===== config.mk =====
export PLATFORM = sky130hd
export DESIGN_NAME = hero_write_rx
export DESIGN_NICKNAME = d
export VERILOG_FILES = /design/src/rtl/hero_write_rx.sv
export SDC_FILE = /design/constraint.sdc
export NUM_CORES = 1
export LEC_CHECK = 0
export ABC_AREA = 1
export BUFFER_PORTS_ARGS = -buffer_cell sky130_fd_sc_hd__clkbuf_2
export CORE_UTILIZATION = 35
export CTS_CLUSTER_SIZE = 30
export DETAILED_ROUTE_END_ITERATION = 7
export PLACE_DENSITY = 0.59
export SLEW_MARGIN = 30
export SYNTH_ARGS = -nofsm -noshare
export SYNTH_HDL_FRONTEND = slang
export SYNTH_SLANG_ARGS = --single-unit

===== constraint.sdc =====
create_clock -name clk -period 5.7 [get_ports clk]
set_clock_uncertainty 0.2 [all_clocks]
set_input_delay 0.285 -clock clk [delete_from_list [all_inputs] [get_ports clk]]
set_output_delay 0.285 -clock clk [all_outputs]
set_load 0.01 [all_outputs]

===== src/rtl/hero_write_rx.sv =====
// Receive end of the hero write bus. Frames qualified beats into transactions
// (VALID* DONE), buffers them in a FIFO and presents them as a ready/valid stream.
// Each pop returns one credit to the sender.

package hero_write_pkg;
    localparam int HERO_W        = 36;
    localparam int ANOTHER_PARAM = 2;

    typedef enum logic [1:0] {
        CYC_IDLE  = 2'd0,
        CYC_VALID = 2'd1,
        CYC_DONE  = 2'd2
    } cycle_type_t;

    typedef struct packed {
        logic [ANOTHER_PARAM-1:0] f3;
        logic [ANOTHER_PARAM-1:0] f2;
        logic [ANOTHER_PARAM-1:0] f1;
        logic [ANOTHER_PARAM-1:0] f0;
    } sub_struct_t;

    typedef struct packed {
        cycle_type_t        cycle_type;
        logic [HERO_W-1:0]  wdat;
        sub_struct_t        another_type_reference;
        logic               clk_en;
    } hero_write_t;
endpackage

module hero_write_rx
    import hero_write_pkg::*;
#(
    parameter int HERO_WIDTH = HERO_W,
    parameter int SIDE_WIDTH = $bits(sub_struct_t),
    parameter int DEPTH      = 8,
    parameter int MAX_BEATS  = 16
) (
    input  logic                           clk,
    input  logic                           rst_n,
    input  hero_write_t                    in_hero,
    output logic                           out_valid,
    input  logic                           out_ready,
    output logic [HERO_WIDTH-1:0]          out_wdat,
    output logic [SIDE_WIDTH-1:0]          out_side,
    output logic                           out_last,
    output logic                           out_err,
    output logic [$clog2(MAX_BEATS+1)-1:0] out_beats,
    output logic                           credit_return,
    output logic                           err_overflow,
    output logic                           err_too_long
);
    localparam int BW = $clog2(MAX_BEATS + 1);
    localparam int PW = $clog2(DEPTH);
    localparam int CW = $clog2(DEPTH + 1);

    typedef struct packed {
        logic [HERO_WIDTH-1:0] wdat;
        logic [SIDE_WIDTH-1:0] side;
        logic                  last;
        logic                  err;
        logic [BW-1:0]         beats;
    } entry_t;

    typedef enum logic [2:0] {
        S_IDLE,
        S_ACTIVE,
        S_SKIP,
        S_DROP,
        S_TERM
    } state_t;

    state_t        state, nstate;
    logic [BW-1:0] cnt, ncnt, cnt_inc;
    entry_t        mem [DEPTH];
    entry_t        head, push_e, term_e;
    logic [PW-1:0] wptr, rptr;
    logic [CW-1:0] count;
    logic          qual, is_done, pop, push, space;
    logic          ovf, too_long;

    assign qual    = in_hero.clk_en && (in_hero.cycle_type != CYC_IDLE);
    assign is_done = in_hero.cycle_type == CYC_DONE;
    assign pop     = out_valid && out_ready;
    // A pop in the same cycle frees the slot the push needs, even when full.
    assign space   = (count != CW'(DEPTH)) || pop;
    assign cnt_inc = cnt + 1'b1;

    // Terminator closes a transaction whose tail was lost; carries accepted beats only.
    assign term_e  = '{wdat: '0, side: '0, last: 1'b1, err: 1'b1, beats: cnt};

    // Framing FSM: decides whether this cycle pushes, what it pushes, and error pulses.
    always_comb begin
        push          = 1'b0;
        push_e.wdat   = HERO_WIDTH'(in_hero.wdat);
        push_e.side   = SIDE_WIDTH'(in_hero.another_type_reference);
        push_e.last   = 1'b0;
        push_e.err    = 1'b0;
        push_e.beats  = cnt_inc;
        nstate        = state;
        ncnt          = cnt;
        ovf           = 1'b0;
        too_long      = 1'b0;
        case (state)
            S_IDLE, S_ACTIVE: begin
                if (qual) begin
                    if (!space) begin
                        ovf    = 1'b1;
                        nstate = is_done ? S_TERM : S_DROP;
                    end else begin
                        push = 1'b1;
                        if (is_done) begin
                            push_e.last = 1'b1;
                            ncnt        = '0;
                            nstate      = S_IDLE;
                        end else if (cnt_inc == BW'(MAX_BEATS)) begin
                            push_e.last = 1'b1;
                            push_e.err  = 1'b1;
                            too_long    = 1'b1;
                            ncnt        = '0;
                            nstate      = S_SKIP;
                        end else begin
                            ncnt   = cnt_inc;
                            nstate = S_ACTIVE;
                        end
                    end
                end
            end
            S_SKIP: begin
                if (qual && is_done) begin
                    nstate = S_IDLE;
                end
            end
            S_DROP: begin
                // Already reported; swallow VALIDs quietly until DONE.
                if (qual && is_done) begin
                    if (space) begin
                        push   = 1'b1;
                        push_e = term_e;
                        ncnt   = '0;
                        nstate = S_IDLE;
                    end else begin
                        nstate = S_TERM;
                    end
                end
            end
            S_TERM: begin
                // Any beat here is a sender credit violation.
                if (qual) begin
                    ovf = 1'b1;
                end
                if (space) begin
                    push   = 1'b1;
                    push_e = term_e;
                    ncnt   = '0;
                    nstate = S_IDLE;
                end
            end
            default: begin
                nstate = S_IDLE;
                ncnt   = '0;
            end
        endcase
    end

    // FSM state and running beat count.
    always_ff @(posedge clk or negedge rst_n) begin
        if (!rst_n) begin
            state <= S_IDLE;
            cnt   <= '0;
        end else begin
            state <= nstate;
            cnt   <= ncnt;
        end
    end

    // FIFO pointers and occupancy.
    always_ff @(posedge clk or negedge rst_n) begin
        if (!rst_n) begin
            wptr  <= '0;
            rptr  <= '0;
            count <= '0;
        end else begin
            if (push) wptr <= wptr + 1'b1;
            if (pop)  rptr <= rptr + 1'b1;
            case ({push, pop})
                2'b10:   count <= count + 1'b1;
                2'b01:   count <= count - 1'b1;
                default: count <= count;
            endcase
        end
    end

    // FIFO storage; contents are don't-care until written, outputs are gated by valid.
    always_ff @(posedge clk) begin
        if (push) mem[wptr] <= push_e;
    end

    assign head          = mem[rptr];
    assign out_valid     = count != '0;
    assign out_wdat      = out_valid ? head.wdat  : '0;
    assign out_side      = out_valid ? head.side  : '0;
    assign out_last      = out_valid && head.last;
    assign out_err       = out_valid && head.err;
    assign out_beats     = out_valid ? head.beats : '0;
    assign credit_return = pop;
    assign err_overflow  = ovf;
    assign err_too_long  = too_long;
endmodule

==> run metrics <==
status=complete, but fails checks; failing checks=hold timing; #FFs+latches synth=426; largest net degree at the start of global routing=154; DP Wirelength=20660 um; initial antenna violation count=0; unrepaired setup endpoints after global routing=false; startpoint types=flop; Worst path most repeated cell=nor2_1; die area=0.05109 sq mm; die width=226.0 um; Post-route DRC=0; clock buffer depth=3; Critical Path End Type=output port; final hold vios=8; core region area=0.04925 sq mm; die height=226.0 um; DRT iter0 DRCs=870; # setup viols final=0; gr usage total=15.79%; Clock Sinks=426; post-route setup TNS=0 ns; sequential power share=40.4%; number of global-route vias before repair=10930; Setup CP Type=reg -> out; min cycle time layout=4.456 ns; first-pass GRT wire length=61800 um; Post-Syn Nets=1550; Root Driver=clkbuf_16; Sw Pwr=3.871 mW; worst hold path type=in -> reg; Clock power frac=26.3%; Peak VDD IR=0.2721 mV; row count=81; worst r2r src=state[1]; most used flip-flop cell after synthesis=edfxtp_1; Slowest cell on crit path=dfrtp_4; Async S/R FF share, synth=4.225%; worst skew pair latency=0.54 ns; EDFF count, synth=408; WP data arrival=3.97 ns; cell count along the critical path=9; Critical path buffers and inverters=3; flop-to-flop setup slack=2.40 ns; Critical Path RT=5.22 ns; Post-Route WL=40490 um; grt met1 use=22.60%; Hold WS=-0.003483 ns; slew margin rel.=35.81%; number of port buffers=104; final core occ=41.59%; crit-path max FO=82; routed len/inst=17.61 um; Mapped Cells=1494; grt met2 use=25.08%; pwr/cell area=515.7 mW/mm^2; max cap viols=0; crit-path cells=buf_4 > buf_4 > nor2_1 > nor2_1 > o21ai_1 > o211ai_1 > nand2_1 > nor2_1 > clkbuf_2; sequential share of the synthesized area=72.31%; GR Overflow Total=0; I/O pins=105; CTS tree=done; setup bufs post-CTS=0; crit path to=out_side[5]; PnR worst setup slack=1.244 ns; min-delay src=in_hero[16]; worst-margin pin slew=0.9629 ns; Pleak=7.463 nW; busiest layer in global routing=met2; Syn Std Cell Area=0.01757 sq mm; Antenna Cells=0; Cell variety after synth=27; routed vias/inst=4.915; r2r endpoint=mem[2][19]; CTS H-tree lvls=2; Final Slew Violations=0; Clock transition at path regs=0.06 ns; RD Place Congestion=0.7164; antenna violation net count after detailed routing=0; nets@finish=1661; via count=11300; CP startpoint=rptr[0]; Area Growth Syn to Fin=16.61%; Initial Util=35.67%; Comb power frac=33.3%; Tcrit/Tclk final=78.18%; share of layout cells above drive strength 1=12.41%; TritonRoute pass-1 iters=5; Synth Area per Inst=11.76 sq um; family with the most delay on the worst path=buffers and inverters; CP max stage delay=0.85 ns; f_max=224.4 MHz; cells on worst reg2reg path=8; post-place setup slack=1.812 ns; Sw Ratio=36.65%; synth warn=0; TritonCTS buffer count=43; Internal=6.692 mW; met3 usage=2.511%
## how the worst min path moves through the flow
stage | depth (start not counted) | slack [ns] | end
finish | 3 | -0.003 | mem[3][22]
global route | 3 | 0.01 | mem[4][43]
CTS | 3 | 0.001 | mem[3][22]
detailed placement | 1 | 0.08 | wptr[1]
global placement | 1 | 0.07 | state[2]
floorplan | 0 | -0.21 | cnt[0]
## per-layer routing
layer | wire (um) | up-vias
li1 | - | 5478
met5 | 0 | -
met2 | 18650 | 251
met4 | 667 | 0
met1 | 19210 | 5526
met3 | 1963 | 49
## power groups by stage
stage	registers [mW]	clock network [mW]	logic, mW
detailed placement	4.34	0	3.54
global route	4.32	2.95	3.97
finish	4.27	2.78	3.51
global placement	4.33	0	3.49
floorplan	4.09	0	2.50
CTS	4.27	2.84	3.57
## worst register-to-register path, cell delays in order (launching register included)
cell,delay (ns)
dfrtp_1,0.43
nor2_1,0.18
inv_1,0.08
o21ai_0,0.18
nand3_1,0.16
nand2_1,0.18
inv_2,0.19
nor2_4,0.70
buf_4,0.62
## synth_stat cells, types with 4 or more instances
cell / number / share of area [%]
edfxtp_1: 408 / 70
nor2_1: 378 / 8.1
o21ai_0: 207 / 5.9
nand2_1: 165 / 3.5
inv_1: 67 / 1.4
o211ai_1: 52 / 2.2
o22ai_1: 51 / 1.8
clkbuf_1: 46 / 0.98
buf_2: 24 / 0.68
nand3_1: 24 / 0.68
dfrtp_1: 18 / 2.6
buf_4: 12 / 0.51
o21ai_1: 7 / 0.20
ha_1: 6 / 0.43
nand4_1: 5 / 0.18
clkbuf_2: 4 / 0.11
xor2_1: 4 / 0.20
## logic make-up after synthesis
group | synth area share, %
xor+xnor | 0.2991
compound gates | 10.24
simple gates | 12.75
buf+inv | 3.982
flops | 72.31
fa+ha+maj | 0.4273
## layout by cell type, fill, tap and decap left out, types with 9 or more instances in the layout
cell type and n:
nor2_4 9, clkbuf_16 45, o22ai_1 51, edfxtp_1 408, dfrtp_1 15, nor2_1 370, dlygate4sd3_1 33, o211ai_1 52
nand3_1 23, inv_1 66, buf_4 15, o21ai_0 207, clkinv_1 9, nand2_1 165, clkbuf_2 104, clkinv_2 9
## flip-flops by register name, summed over array words and instances (netlist names)
signal / cells
count: 4
state: 3
rptr: 3
mem: 408
cnt: 5
wptr: 3
## stage by stage
stage               power [mW]  cells  cell area, sq um
detailed placement       7.878   2189             18710
global route             11.23   2300             20480
global placement         7.811   2188             18680
finish                   10.56   2300             20480
floorplan                6.594   1494             17570
CTS                      10.68   2298             20430
## repair_timing
action / in CTS / in global routing
gates resized for setup: 0 / 0
hold endpoints to repair: 242 / 0
hold buffers: 33 / 0
## cell type report
class                      count  area [sq um]
clock inverter                24         237.7
sequential                   426         12710
tap                          664         830.8
fill                        4666         28770
inverter                      69         266.5
clock buffer                  52          1152
timing repair buffer         155          1039
multi-input combinational    910          4245
(Power assumes the default switching activity.)
